<file path="src/rtl/calc_pkg.sv">
// ----------------------------------------------------------------------------
// calc_pkg
//   Definitions shared by the calculator datapath blocks (multiply, divide,
//   ALU operation selector): default operand width and the common
//   IDLE/BUSY/DONE state encoding used by the sequential units.
// ----------------------------------------------------------------------------
package calc_pkg;

  // Default operand/result width of the calculator datapath.
  localparam int CALC_WIDTH = 8;

  // Raw state codes, kept as plain constants so units that do not use the
  // enum (e.g. the ALU selector decoding status) agree on the encoding.
  localparam logic [1:0] ST_IDLE = 2'd0;
  localparam logic [1:0] ST_BUSY = 2'd1;
  localparam logic [1:0] ST_DONE = 2'd2;

  typedef enum logic [1:0] {
    S_IDLE = ST_IDLE,
    S_BUSY = ST_BUSY,
    S_DONE = ST_DONE
  } calc_state_e;

endpackage

</file>
<file path="src/rtl/divide_seq_if.sv">
// ----------------------------------------------------------------------------
// divide_seq_if
//   Request/result bundle of the sequential divider.
//   master (requester, e.g. ALU selector): drives start, a, b;
//                                          observes out, rem, div_zero,
//                                          busy, done.
//   slave  (divider):                      the mirror image.
//   Signals:
//     start    request pulse, sampled only while the divider is not busy
//     a, b     dividend / divisor, unsigned, WIDTH bits
//     out      quotient, valid from done until the next accepted start
//     rem      remainder, same validity as out
//     div_zero divisor was zero, same validity as out
//     busy     division in progress
//     done     one-cycle pulse, results valid this cycle
// ----------------------------------------------------------------------------
interface divide_seq_if
  import calc_pkg::*;
#(
  parameter int WIDTH = CALC_WIDTH
);

  logic             start;
  logic [WIDTH-1:0] a;
  logic [WIDTH-1:0] b;
  logic [WIDTH-1:0] out;
  logic [WIDTH-1:0] rem;
  logic             div_zero;
  logic             busy;
  logic             done;

  modport master (
    output start, a, b,
    input  out, rem, div_zero, busy, done
  );

  modport slave (
    input  start, a, b,
    output out, rem, div_zero, busy, done
  );

endinterface

</file>
<file path="src/rtl/div_step.sv">
// ----------------------------------------------------------------------------
// div_step
//   One restoring-division step (combinational).
//   Ports:
//     rem_i    partial remainder before the step (always < divisor)
//     q_msb_i  next dividend bit, taken from the quotient shift register MSB
//     div_i    divisor
//     rem_o    partial remainder after the step
//     q_bit_o  quotient bit produced by this step
// ----------------------------------------------------------------------------
module div_step
  import calc_pkg::*;
#(
  parameter int WIDTH = CALC_WIDTH
) (
  input  logic [WIDTH-1:0] rem_i,
  input  logic             q_msb_i,
  input  logic [WIDTH-1:0] div_i,
  output logic [WIDTH-1:0] rem_o,
  output logic             q_bit_o
);

  // The shifted remainder needs WIDTH+1 bits; after a successful subtract it
  // is below the divisor again, so the result always fits back in WIDTH bits.
  logic [WIDTH:0] trial_s;
  logic           ge_s;

  // Shift in the next dividend bit, compare against the divisor and restore.
  always_comb begin
    trial_s = {rem_i, q_msb_i};
    ge_s    = (trial_s >= {1'b0, div_i});
    q_bit_o = ge_s;
    rem_o   = trial_s[WIDTH-1:0];
    if (ge_s) begin
      rem_o = trial_s[WIDTH-1:0] - div_i;
    end else begin
      rem_o = trial_s[WIDTH-1:0];
    end
  end

endmodule

</file>
<file path="src/rtl/divide_seq.sv">
// ----------------------------------------------------------------------------
// divide_seq
//   Iterative unsigned divider for the calculator datapath, one quotient bit
//   per clock using the restoring algorithm.
//   Ports:
//     clk    single clock, rising edge
//     rst_n  synchronous active-low reset
//     dbus   divide_seq_if.slave: start/a/b in; out/rem/div_zero/busy/done out
//   Timing (accepting edge = edge 0):
//     b != 0 : busy high for WIDTH cycles, done pulses after edge WIDTH+1
//     b == 0 : busy stays low, done pulses after edge 1;
//              out = all ones, rem = a, div_zero = 1
// ----------------------------------------------------------------------------
module divide_seq
  import calc_pkg::*;
#(
  parameter int WIDTH = CALC_WIDTH
) (
  input  logic        clk,
  input  logic        rst_n,
  divide_seq_if.slave dbus
);

  localparam int CNT_W = $clog2(WIDTH + 1);

  calc_state_e      state_q;
  logic [CNT_W-1:0] cnt_q;      // quotient bits still to produce
  logic [WIDTH-1:0] rem_q;      // partial remainder
  logic [WIDTH-1:0] quo_q;      // dividend bits shift out, quotient bits in
  logic [WIDTH-1:0] div_q;      // captured divisor
  logic [WIDTH-1:0] out_q;
  logic [WIDTH-1:0] rem_out_q;
  logic             dz_q;
  logic             busy_q;
  logic             done_q;

  logic [WIDTH-1:0] rem_d;
  logic             q_bit_d;

  div_step #(
    .WIDTH (WIDTH)
  ) u_step (
    .rem_i   (rem_q),
    .q_msb_i (quo_q[WIDTH-1]),
    .div_i   (div_q),
    .rem_o   (rem_d),
    .q_bit_o (q_bit_d)
  );

  // Control FSM, datapath registers and registered result/status outputs.
  // BUSY with cnt_q == 0 is a wrap-up cycle: the last quotient bit is already
  // in, busy has dropped, and the results are published with the done pulse
  // on the following edge. A zero divisor takes only this wrap-up cycle,
  // which gives it the one-edge latency without ever raising busy. Requests
  // are accepted only from IDLE or DONE, so start during wrap-up is ignored.
  always_ff @(posedge clk) begin
    if (!rst_n) begin
      state_q   <= S_IDLE;
      cnt_q     <= {CNT_W{1'b0}};
      rem_q     <= {WIDTH{1'b0}};
      quo_q     <= {WIDTH{1'b0}};
      div_q     <= {WIDTH{1'b0}};
      out_q     <= {WIDTH{1'b0}};
      rem_out_q <= {WIDTH{1'b0}};
      dz_q      <= 1'b0;
      busy_q    <= 1'b0;
      done_q    <= 1'b0;
    end else begin
      done_q <= 1'b0;
      case (state_q)
        S_IDLE, S_DONE: begin
          if (dbus.start) begin
            state_q   <= S_BUSY;
            div_q     <= dbus.b;
            quo_q     <= dbus.a;
            rem_q     <= {WIDTH{1'b0}};
            out_q     <= {WIDTH{1'b0}};
            rem_out_q <= {WIDTH{1'b0}};
            dz_q      <= 1'b0;
            if (dbus.b == {WIDTH{1'b0}}) begin
              cnt_q  <= {CNT_W{1'b0}};
              busy_q <= 1'b0;
            end else begin
              cnt_q  <= CNT_W'(WIDTH);
              busy_q <= 1'b1;
            end
          end else begin
            state_q <= S_IDLE;
          end
        end

        S_BUSY: begin
          if (cnt_q != {CNT_W{1'b0}}) begin
            rem_q  <= rem_d;
            quo_q  <= {quo_q[WIDTH-2:0], q_bit_d};
            cnt_q  <= cnt_q - CNT_W'(1);
            busy_q <= (cnt_q != CNT_W'(1));
          end else begin
            state_q <= S_DONE;
            done_q  <= 1'b1;
            busy_q  <= 1'b0;
            if (div_q == {WIDTH{1'b0}}) begin
              // Untouched shift register still holds the dividend.
              out_q     <= {WIDTH{1'b1}};
              rem_out_q <= quo_q;
              dz_q      <= 1'b1;
            end else begin
              out_q     <= quo_q;
              rem_out_q <= rem_q;
              dz_q      <= 1'b0;
            end
          end
        end

        default: begin
          state_q <= S_IDLE;
          busy_q  <= 1'b0;
        end
      endcase
    end
  end

  assign dbus.out      = out_q;
  assign dbus.rem      = rem_out_q;
  assign dbus.div_zero = dz_q;
  assign dbus.busy     = busy_q;
  assign dbus.done     = done_q;

endmodule
</file>
<file path="src/flat_wrapper.sv">
// flat-port wrapper written by rule: the top's interface ports become plain ports
module divide_seq_flat import calc_pkg::*;
#(
  parameter int WIDTH = CALC_WIDTH
)
  (clk, rst_n, dbus_start, dbus_a, dbus_b, dbus_out, dbus_rem, dbus_div_zero, dbus_busy, dbus_done);
  divide_seq_if #(.WIDTH(WIDTH)) dbus_i ();
  input  logic clk;
  input  logic rst_n;
  input wire logic [$bits(dbus_i.start)-1:0] dbus_start;
  input wire logic [$bits(dbus_i.a)-1:0] dbus_a;
  input wire logic [$bits(dbus_i.b)-1:0] dbus_b;
  output wire logic [$bits(dbus_i.out)-1:0] dbus_out;
  output wire logic [$bits(dbus_i.rem)-1:0] dbus_rem;
  output wire logic [$bits(dbus_i.div_zero)-1:0] dbus_div_zero;
  output wire logic [$bits(dbus_i.busy)-1:0] dbus_busy;
  output wire logic [$bits(dbus_i.done)-1:0] dbus_done;
  assign dbus_i.start = dbus_start;
  assign dbus_i.a = dbus_a;
  assign dbus_i.b = dbus_b;
  assign dbus_out = dbus_i.out;
  assign dbus_rem = dbus_i.rem;
  assign dbus_div_zero = dbus_i.div_zero;
  assign dbus_busy = dbus_i.busy;
  assign dbus_done = dbus_i.done;
  divide_seq #(.WIDTH(WIDTH)) u_core (.clk(clk), .rst_n(rst_n), .dbus(dbus_i));
endmodule
</file>
<file path="config.mk">
export PLATFORM = sky130hd
export DESIGN_NAME = divide_seq_flat
export DESIGN_NICKNAME = d
export VERILOG_FILES = /design/src/rtl/calc_pkg.sv /design/src/rtl/divide_seq_if.sv /design/src/rtl/div_step.sv /design/src/rtl/divide_seq.sv /design/src/flat_wrapper.sv
export SDC_FILE = /design/constraint.sdc
export NUM_CORES = 1
export LEC_CHECK = 0
export CAP_MARGIN = 20
export CORE_MARGIN = 5
export CORE_UTILIZATION = 55
export DETAILED_ROUTE_END_ITERATION = 16
export GPL_TIMING_DRIVEN = 1
export PLACE_DENSITY_LB_ADDON = 0.05
export SYNTH_ARGS = -nofsm -noshare
export SYNTH_HDL_FRONTEND = slang
export SYNTH_SLANG_ARGS = --single-unit
</file>
<file path="constraint.sdc">
create_clock -name clk -period 4.6 [get_ports clk]
set_clock_uncertainty 0.1 [all_clocks]
set_input_delay 0.69 -clock clk [delete_from_list [all_inputs] [get_ports clk]]
set_output_delay 0.69 -clock clk [all_outputs]
set_load 0.03 [all_outputs]
</file>
# After elaboration in Yosys (flattened, before gate mapping)
# Cells that the tools add are included.
# word_totals
latchBits,0
in_bits,19
reg_bits,49
memories,0
ram_bits,0
mem_bits_ro,0
output_inout_bits,19
elab_cells,58
# classes
reduce_logical,10
shift,0
n_addsub,2
div,0
n_bitwise,0
n_mux,29
order_cmp,1
eq_ne,6
n_mul,0
# ops
operator,count
$mux 8,9
$pmux 8 s2,4
$logic_not 8->1,2
$mux 4,3
$ge 9x8->1,1
$mux 1,8
$pmux 4 s2,1
$sub 8x8->8,1
$reduce_and 3->1,2
$ne 2x2->1 const B,2
$ne 4x1->1 const B,1
$pmux 1 s2,2
$pmux 2 s2,1
$reduce_and 2->1,2
$reduce_bool 4->1,1
$sub 4x1->4 const B,1
$eq 2x1->1 const B,1
$eq 2x2->1 const B,1
$logic_not 2->1,1
$mux 2,1
$ne 2x1->1 const B,1
$reduce_bool 2->1,1
$reduce_or 2->1,1

# Logic depth before layout (Yosys ltp)
# Gate-level depths: netlist of the first run.
# logic_depth
depth_word,4
mapped_depth,9
depth_no_buf,9

# Modules after synthesis
# A second synthesis of the first run with hierarchy kept.
# hier_totals
hier_cells,298
area_unflattened_um2,2578.7
# by_module_without_submodules
module,area_each_um2,seq_area_each_um2,n_inst,cells_per_inst
divide_seq,2039.5,980.9,1,232
div_step,539.3,0.0,1,66

# Worst setup path before layout of the first run
# OpenSTA, ideal clock, no wires.
# synth_timing
path_kind,register to register
from,register u_core.quo_q[7]
to,register u_core.rem_q[6]
synth_period_minus_slack_ns,1.961
path_buffers,0
path_stages_with_launch,10
setup_slack_ns,2.639
arrival_time_ns,1.739
path_cell_list,dfxtp_1 -> inv_1 -> ha_1 -> inv_1 -> fa_1 -> a211oi_1 -> o21bai_1 -> a21oi_1 -> xor2_1 -> o21ai_1
# synth_via
elab_chain_cells,4
elab_cells_between_ends,5
# synth_lines
item,line_no,text
from (decl),divide_seq.sv:29,logic [WIDTH-1:0] quo_q;
from (signal assigned),divide_seq.sv:61,quo_q <= {WIDTH{1'b0}};
from (signal assigned),divide_seq.sv:75,quo_q <= dbus.a;
from (signal assigned),divide_seq.sv:95,"quo_q <= {quo_q[WIDTH-2:0], q_bit_d};"
$sub 8x8->8 / $ge 9x8->1 (equally long branches),"div_step.sv:35, div_step.sv:31",
$mux 8 (*),div_step.sv:34,if (ge_s) begin
$mux 8 (*),divide_seq.sv:93,if (cnt_q != {CNT_W{1'b0}}) begin
$pmux 8 s2 (*),divide_seq.sv:70,case (state_q)
to (signal assigned),divide_seq.sv:60,rem_q <= {WIDTH{1'b0}};
to (signal assigned),divide_seq.sv:76,rem_q <= {WIDTH{1'b0}};
to (signal assigned),divide_seq.sv:94,rem_q <= rem_d;
to (decl),divide_seq.sv:28,logic [WIDTH-1:0] rem_q;
# Mark *: on every way between the ends. The rest lies on a longest branch, timed or not. The select of a mux whose other input is x is not followed.
# A chain may end at the register's enable or synchronous reset.

==> impl_metrics.py, run 1 <==
metrics = {
    "sta": {
        "worst_hold_slack_ns": 0.350,
        "period_needed_ns": 2.45,
        "slew_violations": 0,
        "fin_tns_setup_ns": 0,
        "hold_violations": 0,
        "layout_setup_ws_ns": 2.15,
        "finalCritPeriodShare_pct": 53.2,
        "grt_setup_unrepaired": "no",
        "setup_violations": 0,
        "maxSlewHeadroom_pct": 33.9,
        "max_freq_ghz": 0.409,
        "worst_pin_slew_ns": 0.989,
    },
    "yosys": {
        "synth_nets": 324,
        "synth.area.top_cells": "dfxtp_1, nand2_1, ha_1",
        "syn_area_um2": 2540,
        "ys_top_cells_by_count": "nand2_1, dfxtp_1, a21boi_0",
        "synth-edff-count": 0,
        "netlist_instances": 293,
        "async_flop_share_pct": 0,
        "synth_top_cell_by_area": "dfxtp_1",
        "synth_top_area_share_pct": 38.6,
        "ys_warn_count": 0,
        "ys_seq_elements": 49,
        "ys.flop_type": "dfxtp_1",
        "synth.distinct_cells": 49,
        "yosys.cell_count.top_type": "nand2_1",
        "seq_area_frac_synth_pct": 38.6,
        "syn_avg_cell_area_um2": 8.68,
    },
    "clock_network": {
        "post-cts-setup-buffers": 0,
        "clock_sinks": 49,
        "path_clk_slew_ns": 0.09,
        "cts.path.max_buffers": 2,
        "htreeDepth": 2,
        "cts_buffers": 5,
        "root_buffer": "clkbuf_8",
        "cts_tree": "done",
        "hold_buffers": 0,
        "post_cts_resized": 0,
        "clkLatencyLatePin_ns": 0.30,
    },
    "setup_path": {
        "cpMaxStageDelayCell": "clkdlybuf4s50_1",
        "worst-path-buf-inv": 1,
        "critPathTopFamily": "buffers and inverters",
        "start_kind": "primary input",
        "cp_cell_sequence": "clkdlybuf4s50_1 -> nand2_1 -> nor2_8 -> nand2_1 -> o21ai_0",
        "critPathRequiredTime_ns": 4.71,
        "worstPathMaxFanout": 35,
        "crit_top_cell": "nand2_1",
        "crit_path_end_kind": "register",
        "critical_path_class": "primary input to register",
        "worstPathArrival_ns": 2.56,
        "cpPeakStageDelay_ns": 1.12,
    },
    "floorplan": {
        "num_rows": 24,
        "dieHeight_um": 78.0,
        "die_area_um2": 6080,
        "die_w_um": 78.0,
        "start_util_pct": 57.6,
        "ios": 38,
        "coreArea_um2": 4410,
    },
    "power_and_ir_drop": {
        "power.total_uw": 951,
        "pwr_density_cell_nw_per_um2": 318,
        "p_leak_uw": 0.00115,
        "peakVddDrop_uv": 219,
    },
    "cells_and_area": {
        "fin_area_um2": 2990,
        "insertedDiodeCount": 0,
        "area_delta_synth_final_pct": 17.6,
        "drive_above_1_share_pct": 5.25,
        "finalNetCount": 356,
    },
    "route": {
        "drt-initial-drc-count": 156,
        "vias": 2126,
        "vias_per_cell": 5.65,
        "wl_mm": 5.70,
        "ant_nets": 0,
        "drt_pass1_iterations": 4,
        "drc": 0,
        "wl_per_cell_um": 15.2,
    },
    "grt": {
        "grt_pass1_wl_mm": 9.54,
        "grt_max_degree": 36,
        "grt_pass1_vias": 2009,
        "grt.total_usage_pct": 19.4,
        "antenna_found_initial": 0,
        "grt_overflow_total": 0,
    },
    "flow_run": {
        "maxCapViolations": 0,
    },
    "placed_design": {
        "io_buffer_count": 37,
        "placed_area_um2": 2920,
        "dp_hpwl_mm": 4.27,
        "detailedPlace.worstSlack_ns": 1.80,
        "globalplace.congestion": 0.833,
    },
    "run_status": {
        "status": "complete, no violations",
    },
    "hold_path": {
        "hp-class": "register to register",
    },
}
[power by group]
group	internal (µW)	leakage (µW)	switching [µW]
clock network	100	0.0000399	136
registers	446	0.000399	21.3
logic	107	0.000715	141
[cells in the final DEF, fill, tap and decap left out, drive strengths merged, types with 6 or more instances in the layout]
cell and n:
a21boi 20, clkdlybuf4s50 37, nand2 56, o211ai 7
a21oi 11, nor2 12, o21ai 19, inv 14
nor2b 6, dfxtp 49, ha 11, and2 6
mux2i 13
[flip-flops by register name, summed over array words and instances, names as in the netlist]
name,flops
u_core.cnt_q,4
u_core.dbus.busy,1
u_core.dbus.div_zero,1
u_core.dbus.done,1
u_core.dbus.out,8
u_core.dbus.rem,8
u_core.div_q,8
u_core.quo_q,8
u_core.rem_q,8
u_core.state_q,2
[area by class of cell]
cell class / count / area [µm²]
Timing Repair Buffer: 39 / 385
Inverter: 14 / 52.6
Clock inverter: 1 / 5.00
Multi-Input combinational cell: 216 / 1430
Clock buffer: 5 / 68.8
Tap cell: 52 / 65.1
Sequential cell: 49 / 981
Fill cell: 401 / 1420
[metrics by stage]
step	instances	util, %
6_report	376	67.7
5_1_grt	376	67.7
3_5_place_dp	370	66.1
3_3_place_gp	370	66.1
4_1_cts	376	67.7
2_1_floorplan	293	-
[final timing paths]
| kind | start | to | slack [ns] | cells after the start |
|---|---|---|---|---|
| max reg2reg | u_core.div_q[4] | u_core.rem_q[0] | 2.24 | 7 |
| max | rst_n | u_core.rem_q[4] | 2.15 | 5 |
| min | u_core.dbus.rem[4] | u_core.dbus.rem[4] | 0.35 | 2 |
| min reg2reg | u_core.dbus.rem[4] | u_core.dbus.rem[4] | 0.35 | 2 |
[kinds of logic (layout without fill, tap and decap cells)]
group / Yosys count / count (layout) / synth area share, %
and+or+nand+nor: 100 / 100 / 19.3
AOI/OAI and AO/OA: 84 / 84 / 23.3
DFF: 49 / 49 / 38.6
buffers and inverters: 28 / 59 / 5.12
muxes: 13 / 13 / 5.12
adders and majority gates: 12 / 12 / 6.20
xor gates and xnor gates: 7 / 7 / 2.41
[routing by layer]
metal | global-route usage [%] | vias to the layer above | part of all wire [%]
li1 | - | 1090 | -
met1 | 27.0 | 979 | 49
met2 | 30.3 | 49 | 44
met3 | 4.40 | 8 | 5.4
met4 | 4.90 | 0 | 1.3
met5 | 0 | - | 0
[tightest hold or removal path, cell delays in order, from the launching register on]
cell,delay (ns)
dfxtp_1,0.32
nand2_1,0.05
o21ai_1,0.05
Note: power is estimated with default switching activity, not from simulation.
==> inputs of run 2 (changes only) <==
--- a/config.mk
+++ b/config.mk
@@ -7,7 +7,7 @@
 export LEC_CHECK = 0
 export CAP_MARGIN = 20
 export CORE_MARGIN = 5
-export CORE_UTILIZATION = 55
+export CORE_UTILIZATION = 54
 export DETAILED_ROUTE_END_ITERATION = 16
 export GPL_TIMING_DRIVEN = 1
 export PLACE_DENSITY_LB_ADDON = 0.05
==> constraint.sdc (replaced) <==
create_clock -name clk -period 2.5 [get_ports clk]
set_clock_uncertainty 0.1 [all_clocks]
set_input_delay 0.375 -clock clk [delete_from_list [all_inputs] [get_ports clk]]
set_output_delay 0.375 -clock clk [all_outputs]
set_load 0.03 [all_outputs]
==> run 2 against run 1 <==
Net effect: core utilization is 2.1 points lower; design area is 2.3% higher; sequential power is 84% higher; cell count is 1.9% higher; first-iteration DRC count is 21% lower; power is 99% higher; critical path depth is 2 higher; via count hardly changed; die area is 1.6% higher; count of clock-buffer cells in the layout is 2 higher; flip-flop and latch count stayed put; critical endpoint unchanged.
==> impl_metrics.py, run 2 (synthesized netlist as in run 1, its figures left out) <==
metrics = {
    "clock_network": {
        "post_cts_resized": 0,
        "cts_buffers": 5,
        "clock_sinks": 49,
        "root_buffer": "clkbuf_8",
        "cts_tree": "done",
        "cts.path.max_buffers": 2,
        "clkLatencyLatePin_ns": 0.30,
        "htreeDepth": 2,
        "post-cts-setup-buffers": 0,
        "path_clk_slew_ns": 0.09,
        "hold_buffers": 0,
    },
    "flow_run": {
        "maxCapViolations": 0,
    },
    "route": {
        "drt-initial-drc-count": 124,
        "ant_nets": 0,
        "wl_per_cell_um": 15.6,
        "vias_per_cell": 5.55,
        "wl_mm": 5.98,
        "vias": 2124,
        "drt_pass1_iterations": 4,
        "drc": 0,
    },
    "setup_path": {
        "crit_top_cell": "a21oi_2",
        "cpPeakStageDelay_ns": 0.49,
        "cp_cell_sequence": "inv_1 -> ha_1 -> a21oi_2 -> o21ai_1 -> a21oi_2 -> mux2i_1 -> o21ai_0",
        "worstPathMaxFanout": 12,
        "worstPathArrival_ns": 2.28,
        "start_kind": "register",
        "critPathRequiredTime_ns": 2.58,
        "critical_path_class": "register to register",
        "cpMaxStageDelayCell": "a21oi_2",
        "crit_path_end_kind": "register",
    },
    "sta": {
        "maxSlewHeadroom_pct": 59.0,
        "worst_pin_slew_ns": 0.615,
        "period_needed_ns": 2.20,
        "setup_violations": 0,
        "grt_setup_unrepaired": "no",
        "hold_violations": 0,
        "slew_violations": 0,
        "finalCritPeriodShare_pct": 88.0,
        "max_freq_ghz": 0.454,
        "layout_setup_ws_ns": 0.299,
        "worst_hold_slack_ns": 0.357,
        "fin_tns_setup_ns": 0,
    },
    "power_and_ir_drop": {
        "p_int_uw": 1350,
        "p_leak_uw": 0.00119,
        "p_clk_share_pct": 30.5,
        "comb_power_share_pct": 24.1,
        "pwr_density_cell_nw_per_um2": 619,
        "p_seq_share_pct": 45.5,
        "p_sw_share_pct": 28.9,
        "power.switching_uw": 546,
        "peakVddDrop_uv": 289,
    },
    "grt": {
        "grt.total_usage_pct": 20.5,
        "grt_pass1_vias": 2104,
        "grt_pass1_wl_mm": 9.92,
        "grt_max_degree": 19,
        "grt_overflow_total": 0,
        "antenna_found_initial": 0,
    },
    "placed_design": {
        "io_buffer_count": 37,
        "dp.cells": 375,
        "globalplace.congestion": 0.879,
        "dp_hpwl_mm": 4.66,
        "detailedPlace.worstSlack_ns": 0.318,
    },
    "floorplan": {
        "die_area_um2": 6180,
        "num_rows": 25,
        "die_w_um": 78.6,
        "start_util_pct": 54.6,
        "ios": 38,
        "dieHeight_um": 78.6,
        "coreArea_um2": 4660,
    },
    "hold_path": {
        "hp-class": "register to register",
    },
    "run_status": {
        "status": "complete, no violations",
    },
    "cells_and_area": {
        "area_delta_synth_final_pct": 20.2,
        "layout_commonest_cell": "nand2_1",
        "drive_above_1_share_pct": 6.38,
        "insertedDiodeCount": 0,
        "final_cell_mix": "nand2_1, dfxtp_1, clkdlybuf4s50_1, a21boi_0",
        "finalNetCount": 359,
        "final_cells": 383,
    },
}
==> run 2: cell types whose count changed in the layout (fill, tap and decap cells not counted) <==
cell and change:
buf_4 +3, bufinv_16 +1, clkbuf_1 +1, clkbuf_8 +1, clkinv_2 -1
==> run 2: final cells by class <==
class	count	area, µm²
Tap cell	54	67.6
Clock inverter	1	30.0
Clock buffer	7	86.3
Fill cell	426	1600
Multi-Input combinational cell	216	1430
Timing Repair Buffer	42	408
Inverter	14	52.6
Sequential cell	49	981
==> run 2: final timing paths <==
path | startpoint | end | slack [ns] | depth (start not counted)
worst min register to register | u_core.dbus.rem[0] | u_core.dbus.rem[0] | 0.36 | 2
worst min-delay path | u_core.dbus.rem[0] | u_core.dbus.rem[0] | 0.36 | 2
worst max register to register | u_core.div_q[2] | u_core.rem_q[4] | 0.30 | 7
worst max-delay path | u_core.div_q[2] | u_core.rem_q[4] | 0.30 | 7
==> run 2: layer usage <==
metal,GRT usage [%],routed length [µm]
met1,25.8,2770
met2,35.1,2900
met3,3.10,204
met4,7.87,100
met5,0,0
==> run 2: power groups by stage <==
| stage | clock network, µW | logic, µW | registers (µW) |
|---|---|---|---|
| 5_1_grt | 635 | 502 | 866 |
| 3_5_place_dp | 0 | 454 | 879 |
| 6_report | 576 | 455 | 861 |
| 3_3_place_gp | 0 | 453 | 878 |
| 2_1_floorplan | 0 | 329 | 887 |
| 4_1_cts | 593 | 457 | 861 |
==> run 2: metrics by stage <==
stage | total power [µW] | utilization [%] | instance area, µm²
after floorplan | 1220 | - | 2540
after global placement | 1330 | 63.1 | 2940
after detailed placement | 1330 | 63.1 | 2940
after CTS | 1910 | 65.6 | 3060
after global routing | 2000 | 65.6 | 3060
final | 1890 | 65.6 | 3060
==> run 2: worst max-delay path, delay by kind of cell (launching register included) <==
kind	cells	cell delay, ns
compound gates	4	0.93
fa+ha+maj	1	0.38
buf+inv	1	0.05
flops	1	0.36
mux	1	0.26
==> inputs of run 3 (changes only) <==
--- a/config.mk
+++ b/config.mk
@@ -8,6 +8,7 @@
 export CAP_MARGIN = 20
 export CORE_MARGIN = 5
 export CORE_UTILIZATION = 54
+export CTS_CLUSTER_SIZE = 30
 export DETAILED_ROUTE_END_ITERATION = 16
 export GPL_TIMING_DRIVEN = 1
 export PLACE_DENSITY_LB_ADDON = 0.05
==> results of run 3 <==
Final layout, timing and power as in run 2 (identical DEF).
